<file path="config.mk">
export PLATFORM = sky130hd
export DESIGN_NAME = paddle_scan_ctrl
export DESIGN_NICKNAME = d
export VERILOG_FILES = /design/src/rtl/paddle_pkg.sv /design/src/rtl/paddle_sync.sv /design/src/rtl/paddle_scan_ctrl.sv
export SDC_FILE = /design/constraint.sdc
export NUM_CORES = 1
export LEC_CHECK = 0
export ABC_AREA = 0
export CAP_MARGIN = 40
export CORE_AREA = 2 2 85 87
export DETAILED_ROUTE_END_ITERATION = 8
export DIE_AREA = 0 0 87 89
export PLACE_DENSITY = 0.89
export RECOVER_POWER = 50
export SETUP_SLACK_MARGIN = 0.15
export SYNTH_ARGS = -nofsm -noshare
export SYNTH_HDL_FRONTEND = slang
export SYNTH_SLANG_ARGS = --single-unit
</file>
<file path="constraint.sdc">
create_clock -name clk -period 2.6 [get_ports clk]
set_input_delay 0.26 -clock clk [delete_from_list [all_inputs] [get_ports clk]]
set_output_delay 0.26 -clock clk [all_outputs]
set_load 0.01 [all_outputs]
</file>
<file path="src/rtl/paddle_pkg.sv">
// Shared types and constants for the paddle scan controller.
package paddle_pkg;

  typedef enum logic [1:0] {
    DUMP    = 2'd0,
    MEASURE = 2'd1,
    COMMIT  = 2'd2
  } state_t;

  localparam int              POS_W   = 8;
  localparam logic [POS_W-1:0] POS_MAX = 8'hFF;

  // Scanlines past 255 saturate rather than wrap into the 8-bit position.
  function automatic logic [POS_W-1:0] clamp_line(input logic [8:0] line);
    return (line > 9'd255) ? POS_MAX : line[POS_W-1:0];
  endfunction

endpackage

</file>
<file path="src/rtl/paddle_sync.sv">
// Multi-stage synchronizer for one asynchronous paddle comparator input.
module paddle_sync #(
  parameter int SYNC_STAGES = 2
) (
  input  logic clk,
  input  logic reset,
  input  logic din,
  output logic dout
);

  logic [SYNC_STAGES-1:0] sync_reg;

  always_ff @(posedge clk or negedge reset) begin
    if (!reset) begin
      sync_reg <= '0;
    end else begin
      sync_reg <= {sync_reg[SYNC_STAGES-2:0], din};
    end
  end

  assign dout = sync_reg[SYNC_STAGES-1];

endmodule

</file>
<file path="src/rtl/paddle_scan_ctrl.sv">
// Per-frame RC paddle sequencer: dump, measure against vpos, commit at vsync.
// Optional macro PADDLE_AVG_FILTER_EN averages each new position with the previous one.
module paddle_scan_ctrl
  import paddle_pkg::*;
#(
  parameter int NUM_PADDLES  = 4,
  parameter int SYNC_STAGES  = 2,
  parameter int TIMEOUT_LINE = 255
) (
  input  logic                         clk,
  input  logic                         reset,
  input  logic [8:0]                   vpos,
  input  logic                         vsync,
  input  logic [NUM_PADDLES-1:0]       paddle_in,
  output logic                         paddle_dump,
  output logic [POS_W*NUM_PADDLES-1:0] paddle_pos,
  output logic [NUM_PADDLES-1:0]       paddle_timeout,
  output logic                         pos_valid,
  output logic                         busy
);

  localparam logic [8:0] TIMEOUT_V = TIMEOUT_LINE[8:0];

  state_t state_reg, state_next;
  logic   vsync_q;
  logic   rise, fall;
  logic   commit_en;
  logic   pos_valid_reg;
  logic   first_done;

  assign rise = vsync & ~vsync_q;
  assign fall = ~vsync & vsync_q;

  always_ff @(posedge clk or negedge reset) begin
    if (!reset) begin
      state_reg     <= DUMP;
      vsync_q       <= 1'b0;
      pos_valid_reg <= 1'b0;
    end else begin
      state_reg     <= state_next;
      vsync_q       <= vsync;
      pos_valid_reg <= commit_en;
    end
  end

  // A rise in DUMP (no frame start seen yet) and a fall outside DUMP are ignored.
  always_comb begin
    state_next = state_reg;
    case (state_reg)
      DUMP:    if (fall) state_next = MEASURE;
      MEASURE: if (rise) state_next = COMMIT;
      COMMIT:  state_next = DUMP;
      default: state_next = DUMP;
    endcase
  end

  always_comb begin
    paddle_dump = 1'b0;
    busy        = 1'b0;
    commit_en   = 1'b0;
    case (state_reg)
      DUMP:    paddle_dump = 1'b1;
      MEASURE: busy        = 1'b1;
      COMMIT:  commit_en   = 1'b1;
      default: paddle_dump = 1'b1;
    endcase
  end

  assign pos_valid = pos_valid_reg;

`ifdef PADDLE_AVG_FILTER_EN
  always_ff @(posedge clk or negedge reset) begin
    if (!reset) begin
      first_done <= 1'b0;
    end else if (commit_en) begin
      first_done <= 1'b1;
    end
  end
`else
  assign first_done = 1'b0;
`endif

  genvar gi;
  generate
    for (gi = 0; gi < NUM_PADDLES; gi++) begin : g_pad
      logic             sync_in;
      logic             armed_reg;
      logic [POS_W-1:0] shadow_reg;
      logic             tshadow_reg;
      logic [POS_W-1:0] pos_reg;
      logic             timeout_reg;
      logic [POS_W:0]   avg_sum;

      paddle_sync #(.SYNC_STAGES(SYNC_STAGES)) u_sync (
        .clk   (clk),
        .reset (reset),
        .din   (paddle_in[gi]),
        .dout  (sync_in)
      );

      // Level-sensitive capture: a comparator already high when armed captures at once.
      always_ff @(posedge clk or negedge reset) begin
        if (!reset) begin
          armed_reg   <= 1'b0;
          shadow_reg  <= '0;
          tshadow_reg <= 1'b0;
        end else begin
          case (state_reg)
            DUMP: begin
              armed_reg <= fall;
              if (fall) begin
                shadow_reg  <= '0;
                tshadow_reg <= 1'b0;
              end
            end
            MEASURE: begin
              if (armed_reg) begin
                if (rise) begin
                  shadow_reg  <= POS_MAX;
                  tshadow_reg <= 1'b1;
                  armed_reg   <= 1'b0;
                end else if (sync_in) begin
                  shadow_reg <= clamp_line(vpos);
                  armed_reg  <= 1'b0;
                end else if (vpos >= TIMEOUT_V) begin
                  shadow_reg  <= POS_MAX;
                  tshadow_reg <= 1'b1;
                  armed_reg   <= 1'b0;
                end
              end
            end
            default: armed_reg <= 1'b0;
          endcase
        end
      end

      assign avg_sum = {1'b0, pos_reg} + {1'b0, shadow_reg};

      always_ff @(posedge clk or negedge reset) begin
        if (!reset) begin
          pos_reg     <= '0;
          timeout_reg <= 1'b0;
        end else if (commit_en) begin
          timeout_reg <= tshadow_reg;
          if (tshadow_reg || !first_done) begin
            pos_reg <= shadow_reg;
          end else begin
`ifdef PADDLE_AVG_FILTER_EN
            pos_reg <= avg_sum[POS_W:1];
`else
            pos_reg <= shadow_reg;
`endif
          end
        end
      end

      assign paddle_pos[POS_W*gi +: POS_W] = pos_reg;
      assign paddle_timeout[gi]            = timeout_reg;
    end
  endgenerate

endmodule

</file>
; Yosys cells after proc, flatten, opt, wreduce, memory -nomap -nowiden
; Index checks and enable logic that the tools add are counted.
[classes]
n_reduce_logical = 12
n_bitwise = 4
eq_ne = 17
order_cmp = 2
n_mux = 60
[op_table]
columns = op, count
row1 = two-way mux 8 bit, 15
row2 = one-hot mux 8 bit (2 select lines), 4
row3 = two-way mux 1 bit, 30
row4 = AND reduction 5 bit, 4
row5 = "!= test 4 x 3 -> 1 bit, second input constant", 4
row6 = one-hot mux 1 bit (2 select lines), 8
row7 = AND reduction 4 bit, 4
row8 = "!= test 3 bit, second input constant", 5
row9 = "!= test 2 bit, second input constant", 6
row10 = ">= comparator 9 x 8 -> 1 bit, second input constant", 1
row11 = "greater-than comparator 9 x 8 -> 1 bit, second input constant", 1
row12 = two-way mux 2 bit, 2
row13 = one-hot mux 2 bit (2 select lines), 1
row14 = AND 1 bit, 2
row15 = "equality test 2 x 1 -> 1 bit, second input constant", 1
row16 = "equality test 2 bit, second input constant", 1
row17 = logical NOT 2 bit, 1
row18 = inverter 1 bit, 2
row19 = AND reduction 2 bit, 1
row20 = nonzero test 2 bit, 1
row21 = OR reduction 2 bit, 1
[word_totals]
word_cells = 122
register_bits = 88
in_bits = 16
output_inout_bits = 39

; Logic depth before layout (Yosys ltp)
; Gate-level depths: netlist of run 1.
[logic_depth]
word_depth = 6
depth_mapped = 8
ltp_nobuf = 6

; Modules after synthesis
; From an unflattened synthesis of run 1, not the netlist that was laid out.
[unflattened]
cells_unflattened = 285
hier_area_um2 = 3768.6
[modules_own_cells]
columns = module, cells_per_inst, area_each_um2, n_inst, seq_area_each_um2
row1 = paddle_scan_ctrl, 277, 3568.4, 1, 2001.9
row2 = paddle_sync, 2, 50.0, 4, 50.0

; Worst setup path after synthesis of run 1
; Ideal clock, no wire load.
[synth_path]
path_type = register to register
from = register state_reg[1]
to = register g_pad[1].shadow_reg[0]
t_required_ns = 2.475
synth_period_minus_slack_ns = 1.909
path_slack_ns = 0.691
n_path_buf = 1
stages_incl_launch_ff = 7
setup_ns = 0.125
arrival_time_ns = 1.785
path_cell_list = dfrtp_1 inv_1 ha_1 clkbuf_2 o2111ai_4 o21ai_2 mux2_2
[synth_between]
elab_chain_cells = 3
word_cells_on_any_way = 8
classes_between = 4 x eq/ne / 1 x mux / 3 x reduce/logical
[synth_lines]
columns = element, line
row1 = from (decl), paddle_scan_ctrl.sv:24  ; state_t state_reg, state_next;
row2 = from (signal assigned), paddle_scan_ctrl.sv:40  ; state_reg <= state_next;
row3 = equality test 2 x 1 -> 1 bit or logical NOT 2 bit (tied branches), paddle_scan_ctrl.sv:108  ; case (state_reg)
row4 = "!= test 4 x 3 -> 1 bit (no line), or another cell as far along", --
row5 = AND reduction 4 bit (no line), --
row6 = to (signal assigned), paddle_scan_ctrl.sv:123  ; shadow_reg <= clamp_line(vpos);
row7 = to (decl), paddle_scan_ctrl.sv:88  ; logic [POS_W-1:0] shadow_reg;
; Several ways; a longest one is shown, not always the timed one.
; A chain may end at the register's enable or synchronous reset.

; Worst setup path after layout of run 1
[layout_path]
from = register state_reg[1]
to = register g_pad[1].shadow_reg[3]
; The elaborated chain is that of the path after synthesis.

==> PnR_summary.wiki, run 1 <==
{| class="wikitable"
! Metric !! Value
|-
| Status || complete, no violations
|-
| Vias after detailed routing || 2354
|-
| Number of instances resized during post-cts repair || 0
|-
| Setup slack on the worst flop-to-flop path || 330 ps
|-
| Clk_skew || 11.58 ps
|-
| Worst Tran Pin Value || 1087 ps
|-
| Leakage component of the power || 1.943 nW
|-
| Sequential fraction of the synthesis area || 57.69%
|-
| Pre-CTS worst setup slack || 354.9 ps
|-
| Initial antenna violation count || 0
|-
| Inst Count DP || 391
|-
| Average cell area after synthesis || 14.14 um2
|-
| Average detailed-routed wire length per instance || 17.83 um
|-
| CTS tree || built
|-
| Post-route ant nets || 0
|-
| Layout Area Growth over Synthesis || 19.50%
|-
| Clock Root Buffer || clkbuf_8
|-
| Setup TNS after final layout || 0 ps
|-
| Minimum clock period || 2266 ps
|-
| Share of post-route cells with drive strength above 1 || 32.93%
|-
| Top cells by area, synth || dfrtp_1 (58%), mux2_2 (20%), o31a_1 (5.0%)
|-
| Relative slew margins || 27.51%
|-
| FF-to-FF path depth || 5
|-
| Number of DRC violations after detailed routing || 0
|-
| First drt pass iteration count || 5
|-
| Total number of H-tree levels || 3
|-
| Vert. Die Dim || 89 um
|-
| First-pass GRT wire length || 12340 um
|-
| Final max-slew violation count || 0
|-
| Endpoint of the worst hold path || g_pad[3].u_sync.sync_reg[1]
|-
| Area of the die || 7743 um2
|-
| Remaining global-route overflow || 0
|-
| Placed instance area || 4379 um2
|-
| Critical path data arrival time || 2520 ps
|-
| HPWL Detailed || 5183 um
|-
| Pin count of the biggest net entering global routing || 47
|-
| Path type of the worst setup path || flop to flop
|-
| Count of standard-cell rows || 30
|-
| Via count of the first global-routing pass || 2389
|-
| Pwr dens || 1280 nW/um2
|-
| Worst-path fanout max || 11
|-
| Number of failing setup endpoints in the final timing report || 0
|-
| Leading area contributor after synthesis || dfrtp_1
|-
| Count of synthesis-stage warnings from yosys || 0
|-
| Library cells used by synthesis || 30
|-
| Commonest non-fill, non-tap cells in the layout || dfrtp_1 (88), mux2_2 (69), clkdlybuf4s50_1 (48)
|-
| Summed area of non-filler cells in the final layout || 4562 um2
|-
| Count of buffers inserted at the top-level ports || 54
|-
| Number of vias per cell after detailed routing || 5.770
|-
| CP Capture Type || flop
|-
| Number of max-cap violations || 0
|-
| WL final || 7274 um
|-
| Core outline area || 6719 um2
|-
| Chip width || 87 um
|-
| Minimum setup slack in the final design || 334.0 ps
|-
| Skew-Pair Late Insertion Delay || 360 ps
|-
| Clock buffers created by TritonCTS || 9
|-
| Top-area cell type share of the netlist area || 57.69%
|-
| Clock sink count || 88
|-
| Element type at the critical path start || flop
|-
| # fillers || 510
|-
| Worst vdd rail ir drop || 0.0006679 V
|-
| Combined area of all synthesized cells || 3817 um2
|-
| Number of synthesized register bits || 88
|-
| Number of hold buffers added after CTS || 1
|-
| Worst min path class || flop to flop
|-
| NumNets Final || 343
|-
| Mapped Nets || 290
|-
| Min-Delay Path Depth || 0
|-
| Buffer levels on the longest clock path || 2
|-
| Gpl congestion || 0.8346
|-
| Clock-pin slew on the worst setup and hold paths || 90 ps
|-
| Gate count of the mapped netlist || 270
|-
| Highest Clock Rate || 441.3 MHz
|-
| Cell Count, Final, Fillers Out || 408
|-
| Effective utilization at floorplan || 56.82%
|-
| Starting DRC count in detailed routing || 158
|-
| Unrepaired setup endpoints after global routing || false
|-
| Hold Crit Start || g_pad[3].u_sync.sync_reg[0]
|-
| Worst r2r src || state_reg[1]
|-
| Final Hold Vio Count || 0
|-
| Crit share post-route || 87.15%
|-
| Commonest non-fill, non-tap cell in the layout || dfrtp_1
|-
| Diode insertion count for antenna repair || 0
|-
| Count of pins on the block boundary || 55
|-
| Post-CTS setup buffer count || 0
|-
| Data required, critical path || 2850 ps
|-
| Reg-to-Reg End || g_pad[1].shadow_reg[3]
|-
| Total track usage || 21.12%
|}
==> area by class of cell <==
cell class                      instances  area, um2  share of cell area, %
Clock buffer                            9      123.9                  2.715
Clock inverter                          7      55.05                  1.207
Inverter                                6      22.52                 0.4937
Multi-Input combinational cell        157       1459                  31.98
Sequential cell                        88       2202                  48.27
Tap cell                               80      100.1                  2.194
Timing Repair Buffer                   61      599.3                  13.14
==> metrics by stage <==
step	total power [mW]	hold WS (ps)	util, %
floorplan	4.071	-35.59	-
global placement	4.917	287.4	65.18
detailed placement	5.033	294.3	65.18
CTS	5.911	317.6	67.99
global route	6.251	374.3	67.90
finish	5.841	354.2	67.90
==> where the power goes <==
part           switching [mW]  internal [mW]  total [mW]
sequential              0.297           1.94        2.24
clock                   0.499          0.356       0.855
combinational            1.15           1.60        2.74
total                    1.94           3.90        5.84
==> worst max-delay path by stage <==
stage / slack [ps] / from / endpoint / depth (start not counted)
6_report: 330 / state_reg[1] / g_pad[1].shadow_reg[3] / 5
5_1_grt: 220 / state_reg[1] / g_pad[2].shadow_reg[3] / 5
4_1_cts: 360 / state_reg[1] / g_pad[1].shadow_reg[3] / 5
3_5_place_dp: 350 / vpos[6] / g_pad[0].shadow_reg[2] / 5
3_3_place_gp: 410 / vpos[5] / g_pad[0].shadow_reg[3] / 5
2_1_floorplan: 690 / state_reg[1] / g_pad[1].shadow_reg[0] / 6
==> Yosys cell counts, drive strengths merged <==
master,number
buf,10
mux2,69
clkbuf,4
o221ai,1
nand3,1
a21oi,2
nand2b,8
ha,4
o2111ai,1
o31a,32
inv,6
nor2,2
a22oi,1
nand2,10
dlygate4sd1,5
a211oi,3
nor2b,3
nand3b,2
dfrtp,88
nand4,2
o21ai,15
a41oi,1
==> routing by layer <==
metal	wire length, um	vias up	GRT usage, %	share of wire, %
met5	0	-	0	0
met4	204	0	9.659	2.8
met3	305	15	4.986	4.2
met2	3524	60	32.41	48
met1	3239	1192	28.78	45
li1	-	1087	-	-
==> kinds of logic after synthesis <==
kind of cell,count (synthesis),share of synthesized area (%)
adders and majority gates,4,1.311
AOI/OAI and AO/OA,56,12.59
buffers and inverters,25,4.097
muxes,69,20.35
DFF,88,57.69
and+or+nand+nor,28,3.966
==> worst max-delay path: stages, from the launching register on <==
cell and delay [ps]:
dfrtp_1 420, inv_1 110, ha_1 410, o2111ai_4 310, o21ai_2 500, mux2_2 400
Note: power is estimated with default switching activity, not from simulation.
==> run 2, diff against run 1 <==
Settings changed: CORE_AREA 2 2 85 87 to 2 2 84 86, DIE_AREA 0 0 87 89 to 0 0 86 88, PLACE_DENSITY 0.89 to 0.9, SYNTH_HIERARCHICAL set to 1.
==> PnR_summary.wiki, run 2 <==
{| class="wikitable"
! Metric !! Value
|-
| Status || complete, no violations
|-
| First drt pass iteration count || 4 (-1)
|-
| Worst-path fanout max || 11 (unchanged)
|-
| Number of instances resized during post-cts repair || 0 (unchanged)
|-
| Clock buffers created by TritonCTS || 9 (unchanged)
|-
| Share of post-route cells with drive strength above 1 || 23.17% (-9.8 points)
|-
| Path type of the worst setup path || flop to output pin
|-
| First-pass GRT wire length || 12130 um (-1.7%)
|-
| Synth cell count leaders || dfrtp_1 (88), mux2_2 (45), nand2_1 (33), a22o_1 (24), nor2_1 (14)
|-
| Post-CTS setup buffer count || 0 (unchanged)
|-
| Number of max-cap violations || 0 (unchanged)
|-
| Critical path buffers and inverters || 2 (+1)
|-
| Core outline area || 6644 um2 (-1.1%)
|-
| Post-route ant nets || 0 (unchanged)
|-
| # fillers || 462 (-9.4%)
|-
| Share of synthesized flip-flops with an asynchronous set or reset || 100.0% (unchanged)
|-
| Gpl congestion || 0.8578 (+2.8%)
|-
| Crit share post-route || 83.69% (-3.5 points)
|-
| Number of hold buffers added after CTS || 1 (unchanged)
|-
| Pwr dens || 1135 nW/um2 (-11%)
|-
| Count of synthesis-stage warnings from yosys || 6 (+6)
|-
| Highest Clock Rate || 459.5 MHz (+4.1%)
|-
| Commonest non-fill, non-tap cells in the layout || dfrtp_1 (88), clkdlybuf4s50_1 (48), mux2_2 (45)
|-
| Number of vias per cell after detailed routing || 5.689 (-1.4%)
|-
| Top cells by area, synth || dfrtp_1 (58%), mux2_2 (13%), a22o_1 (5.6%)
|-
| Clock-pin slew on the worst setup and hold paths || 80 ps (about the same)
|-
| Vias after detailed routing || 2395 (+1.7%)
|-
| Buffer levels on the longest clock path || 2 (unchanged)
|-
| Average cell area after synthesis || 13.22 um2 (-6.5%)
|-
| Final max-slew violation count || 0 (unchanged)
|-
| Count of flip-flops with a built-in enable after synthesis || 0 (unchanged)
|-
| Remaining global-route overflow || 0 (unchanged)
|-
| Count of standard-cell rows || 30 (unchanged)
|-
| Minimum clock period || 2176 ps (-89.95 ps)
|-
| Total number of H-tree levels || 3 (unchanged)
|-
| Clock sink count || 88 (unchanged)
|-
| Clock Root Buffer || clkbuf_8
|-
| Count leader, synth || dfrtp_1
|-
| Cells along the critical path || inv_1 > ha_1 > clkdlybuf4s50_1
|-
| Starting DRC count in detailed routing || 134 (-15%)
|-
| Gate count of the mapped netlist || 285 (+5.6%)
|-
| Library cells used by synthesis || 31 (+3.3%)
|-
| WL final || 7262 um (-0.16%)
|-
| Longest individual stage delay on the worst path || 620 ps (+120 ps)
|-
| Critical path data arrival time || 1920 ps (-600 ps)
|-
| Leakage component of the power || 2.035 nW (+4.7%)
|-
| NumNets Final || 356 (+3.8%)
|-
| Effective utilization at floorplan || 56.72% (-0.092 points)
|-
| Via count of the first global-routing pass || 2481 (+3.9%)
|-
| Worst vdd rail ir drop || 0.0006920 V (+3.6%)
|-
| Top-area cell type share of the netlist area || 58.43% (+0.75 points)
|-
| Sequential fraction of the synthesis area || 58.43% (+0.75 points)
|-
| Slowest stage cell on the critical path || clkdlybuf4s50_1
|-
| Post-layout util || 68.72% (+0.82 points)
|-
| Layout Area Growth over Synthesis || 21.15%
|-
| Combined area of all synthesized cells || 3769 um2 (-1.3%)
|-
| Count of pins on the block boundary || 55 (unchanged)
|-
| Skew-Pair Late Insertion Delay || 370 ps (about the same)
|-
| Area of the die || 7568 um2 (-2.3%)
|-
| Setup TNS after final layout || 0 ps (unchanged)
|-
| Final Hold Vio Count || 0 (unchanged)
|-
| Number of failing setup endpoints in the final timing report || 0 (unchanged)
|-
| Initial antenna violation count || 0 (unchanged)
|-
| Clk_skew || 7.785 ps (-3.798 ps)
|-
| HPWL Detailed || 5037 um (-2.8%)
|-
| Diode insertion count for antenna repair || 0 (unchanged)
|-
| Chip width || 86 um (-1.1%)
|-
| Family with the most delay on the worst path || buffers and inverters
|-
| Number of DRC violations after detailed routing || 0 (unchanged)
|-
| Most used DFF post-synth || dfrtp_1
|-
| Average detailed-routed wire length per instance || 17.25 um (-3.2%)
|-
| CP Capture Type || output pin
|-
| Number of synthesized register bits || 88 (unchanged)
|-
| Worst min path class || flop to flop
|-
| Vert. Die Dim || 88 um (-1.1%)
|-
| CTS tree || built
|-
| Relative slew margins || 29.40% (+1.9 points)
|-
| Total track usage || 21.09% (-0.024 points)
|-
| Tot Pwr || 5.182 mW (-11%)
|-
| Setup slack on the worst flop-to-flop path || 430 ps (+100 ps)
|-
| Pin count of the biggest net entering global routing || 48 (+2.1%)
|-
| Mapped Nets || 305 (+5.2%)
|-
| Count of buffers inserted at the top-level ports || 54 (unchanged)
|-
| Leading area contributor after synthesis || dfrtp_1
|-
| Worst Tran Pin Value || 1059 ps (-28.35 ps)
|-
| Element type at the critical path start || flop
|-
| Data required, critical path || 2340 ps (-510 ps)
|-
| Unrepaired setup endpoints after global routing || false
|-
| Commonest non-fill, non-tap cell in the layout || dfrtp_1
|}
==> run 2: cell types whose count changed after synthesis, moves of 4 or more <==
| cell | delta |
|---|---|
| nand2_1 | +24 |
| o31a_1 | -15 |
| buf_2 | +5 |
| mux2_2 | -24 |
| o21ai_0 | -4 |
| dlygate4sd1_1 | -5 |
| a22o_1 | +24 |
| nor2_1 | +12 |
| o31a_2 | -9 |
==> run 2: cell type report <==
class | count | area (um2) | area share [%]
Sequential cell | 88 | 2202 | 48.23
Inverter | 4 | 15.01 | 0.3289
Clock inverter | 7 | 125.1 | 2.740
Multi-Input combinational cell | 172 | 1400 | 30.67
Tap cell | 80 | 100.1 | 2.192
Clock buffer | 9 | 123.9 | 2.713
Timing Repair Buffer | 61 | 599.3 | 13.13
==> run 2: logic make-up (layout without fill, tap and decap cells) <==
family          count (synthesis)  after routing  synth area share, %
flops                          88             88                58.43
simple gates                   68             68                8.998
compound gates                 55             55                13.38
buf+inv                        25             81                4.415
fa+ha+maj                       4              4                1.328
mux                            45             45                13.45
==> run 2: stage by stage <==
step	hold WS (ps)	setup slack (ps)	cells	area (um2)
6_report	356.9	424.0	421	4566
5_1_grt	363.1	291.4	421	4566
4_1_cts	312.6	409.3	421	4572
3_5_place_dp	283.9	451.9	404	4313
3_3_place_gp	332.1	577.5	403	4293
2_1_floorplan	-35.59	832.3	285	3769
==> run 2: power breakdown <==
group | internal, mW | total (mW) | switching (mW)
registers | 1.85 | 2.14 | 0.287
logic | 1.06 | 1.89 | 0.829
clock network | 0.650 | 1.15 | 0.505
total | 3.56 | 5.18 | 1.62
==> run 2: worst paths after layout <==
check | from | to | cells after the start
setup / recovery | state_reg[1] | busy | 3
hold / removal | g_pad[3].u_sync/sync_reg[0] | g_pad[3].u_sync/sync_reg[1] | 0
setup reg to reg | state_reg[1] | g_pad[0].shadow_reg[3] | 5
hold reg to reg | g_pad[3].u_sync/sync_reg[0] | g_pad[3].u_sync/sync_reg[1] | 0
max in group asynchronous | reset | g_pad[2].tshadow_reg | 3
min in group asynchronous | reset | g_pad[0].pos_reg[1] | 2
==> run 2: metal layers <==
metal | up-vias | global-route usage, % | share of wire, %
li1 | 1107 | - | -
met3 | 14 | 5.749 | 5.8
met4 | 0 | 9.812 | 1.8
met1 | 1200 | 28.35 | 45
met5 | - | 0 | 0
met2 | 74 | 32.28 | 48
==> run 3, diff against run 2 <==
Settings changed: CORE_AREA 2 2 84 86 to 2 2 87 89, DIE_AREA 0 0 86 88 to 0 0 89 91, PLACE_DENSITY 0.9 to 0.85.
Clock period 2.6 ns to 2.2 ns, I/O delays scaled along.
==> PnR_summary.wiki, run 3 (synthesis gave the netlist of run 2 again) <==
{| class="wikitable"
! Metric !! Value
|-
| Effective utilization at floorplan || 52.81% (-3.9 points)
|-
| Power spent charging and discharging nets || 1.885 mW (+16%)
|-
| Total track usage || 19.60% (-1.5 points)
|-
| Final max-slew violation count || 0 (unchanged)
|-
| Worst min path class || flop to flop
|-
| Buffer levels on the longest clock path || 2 (unchanged)
|-
| Tot Pwr || 5.912 mW (+14%)
|-
| Starting DRC count in detailed routing || 235 (+75%)
|-
| Chip width || 89 um (+3.5%)
|-
| Longest individual stage delay on the worst path || 570 ps (-50 ps)
|-
| Total number of H-tree levels || 3 (unchanged)
|-
| Clock network power share || 19.5% (-2.8 points)
|-
| Cell Count, Final, Fillers Out || 441 (+4.8%)
|-
| Clock Root Buffer || clkbuf_8
|-
| Crit share post-route || 89.56%
|-
| Vert. Die Dim || 91 um (+3.4%)
|-
| Count of pins on the block boundary || 55 (unchanged)
|-
| Area used by sequential logic in the layout || 2202 um2 (unchanged)
|-
| Vias after detailed routing || 2399 (+0.17%)
|-
| Average detailed-routed wire length per instance || 16.16 um (-6.3%)
|-
| Met3 Usage GRT || 5.818% (+0.069 points)
|-
| Pwr dens || 1297 nW/um2 (+14%)
|-
| Number of vias per cell after detailed routing || 5.440 (-4.4%)
|-
| Switching portion of total power || 31.88% (+0.61 points)
|-
| Worst vdd rail ir drop || 0.0007330 V (+5.9%)
|-
| Global routing usage on met2 || 29.10% (-3.2 points)
|-
| Layout Area Growth over Synthesis || 20.95%
|-
| Path type of the worst setup path || flop to output pin
|-
| First-pass GRT wire length || 12160 um (+0.22%)
|-
| Element type at the critical path start || flop
|-
| Initial antenna violation count || 0 (unchanged)
|-
| Cell-internal power || 4.027 mW (+13%)
|-
| Via count of the first global-routing pass || 2403 (-3.1%)
|-
| Skew-Pair Late Insertion Delay || 370 ps (about the same)
|-
| M1 GR Usage || 28.45% (+0.094 points)
|-
| Count of buffers inserted at the top-level ports || 54 (unchanged)
|-
| Clk_skew || 10.69 ps (+2.902 ps)
|-
| Minimum setup slack in the final design || 229.7 ps (-194.3 ps)
|-
| Slowest stage cell on the critical path || clkdlybuf4s50_1
|-
| Leakage component of the power || 2.042 nW (+0.34%)
|-
| WL final || 7127 um (-1.9%)
|-
| Combinational Power Share || 37.7% (+1.3 points)
|-
| # fillers || 570 (+23%)
|-
| Area of combinational cells with multiple inputs || 1403 um2 (+0.18%)
|-
| Diode insertion count for antenna repair || 0 (unchanged)
|-
| Setup TNS after final layout || 0 ps (unchanged)
|-
| Pre-CTS worst setup slack || 172.7 ps (-279.1 ps)
|-
| Relative slew margins || 19.07% (-10 points)
|-
| HPWL Detailed || 5119 um (+1.6%)
|-
| Share of post-route cells with drive strength above 1 || 23.39% (+0.22 points)
|-
| Post-route ant nets || 0 (unchanged)
|-
| Clock-pin slew on the worst setup and hold paths || 80 ps (about the same)
|-
| Count of standard-cell rows || 31 (+3.3%)
|-
| Register share of total power || 42.7% (+1.4 points)
|-
| Setup slack on the worst flop-to-flop path || 260 ps (-170 ps)
|-
| Commonest non-fill, non-tap cells in the layout || dfrtp_1 (88), mux2_2 (45), clkdlybuf4s50_1 (40)
|-
| First drt pass iteration count || 4 (unchanged)
|-
| Pin count of the biggest net entering global routing || 50 (+4.2%)
|-
| Number of DRC violations after detailed routing || 0 (unchanged)
|-
| Busiest grt layer || met2
|-
| Worst-path fanout max || 7 (-4)
|-
| NumNets Final || 357 (+0.28%)
|-
| Critical path data arrival time || 1750 ps (-170 ps)
|-
| Minimum clock period || 1970 ps
|-
| Core outline area || 7137 um2 (+7.4%)
|-
| Number of failing setup endpoints in the final timing report || 0 (unchanged)
|-
| Final Hold Vio Count || 0 (unchanged)
|-
| Clock buffers created by TritonCTS || 9 (unchanged)
|-
| CP Capture Type || output pin
|-
| Status || complete, no violations
|-
| Commonest non-fill, non-tap cell in the layout || dfrtp_1
|-
| Worst Tran Pin Value || 1214 ps (+154.9 ps)
|-
| Data required, critical path || 1980 ps (-360 ps)
|-
| Highest Clock Rate || 507.5 MHz
|-
| Remaining global-route overflow || 0 (unchanged)
|-
| Cells along the critical path || inv_1 > ha_2 > clkdlybuf4s50_1
|-
| Number of max-cap violations || 0 (unchanged)
|-
| Area of the die || 8099 um2 (+7.0%)
|-
| Clock sink count || 88 (unchanged)
|-
| Post-CTS setup buffer count || 0 (unchanged)
|-
| Unrepaired setup endpoints after global routing || false
|-
| CTS tree || built
|-
| Inst Count DP || 424 (+5.0%)
|-
| Gpl congestion || 0.8854 (+3.2%)
|}
==> run 3: cell type report <==
| cell class | count | share of cell area, % |
|---|---|---|
| Timing Repair Buffer | 62 | 13.31 |
| Sequential cell | 88 | 48.31 |
| Tap cell | 99 | 2.718 |
| Inverter | 4 | 0.3294 |
| Multi-Input combinational cell | 172 | 30.77 |
| Clock inverter | 4 | 1.153 |
| Clock buffer | 12 | 3.404 |
==> run 3: power groups by stage <==
| stage | sequential [mW] | combinational, mW | clock, mW |
|---|---|---|---|
| final | 2.53 | 2.23 | 1.16 |
| after global routing | 2.60 | 2.43 | 1.24 |
| after CTS | 2.53 | 2.28 | 1.17 |
| after floorplan | 2.53 | 1.46 | 0 |
| after detailed placement | 2.56 | 2.26 | 0 |
| after global placement | 2.54 | 2.18 | 0 |
==> run 3: final timing paths <==
path,startpoint,end,depth (start not counted)
worst max-delay path,state_reg[1],busy,3
worst min-delay path,g_pad[0].u_sync/sync_reg[0],g_pad[0].u_sync/sync_reg[1],0
min in group asynchronous,reset,g_pad[2].timeout_reg,2
worst min register to register,g_pad[0].u_sync/sync_reg[0],g_pad[0].u_sync/sync_reg[1],0
worst max register to register,state_reg[1],g_pad[0].shadow_reg[5],6
max in group asynchronous,reset,g_pad[2].shadow_reg[6],3
==> run 3: layer usage <==
metal  routed length, um  up-vias
li1                    -     1113
met1                3222     1197
met2                3414       79
met3                 392       10
met4                  97        0
met5                   0        -
==> run 3: worst max-delay path, delay by kind of cell (launching register included) <==
family     cells  cell delay, ps
buf+inv        2             690
fa+ha+maj      1             290
flops          1             420
==> run 3: through the flow <==
step	hold slack, ps	util, %	area (um2)
floorplan	-75.59	-	3769
global placement	269.6	60.87	4344
detailed placement	276.7	60.87	4344
CTS	290.7	63.96	4564
global route	358.8	63.87	4558
finish	353.2	63.87	4558
==> run 3: what timing repair did <==
action / in CTS / in global routing
gates resized for setup: 1 / 0
setup endpoints to repair: 1 / 0
hold buffers: 1 / 0
endpoints found under the hold margin: 48 / 0
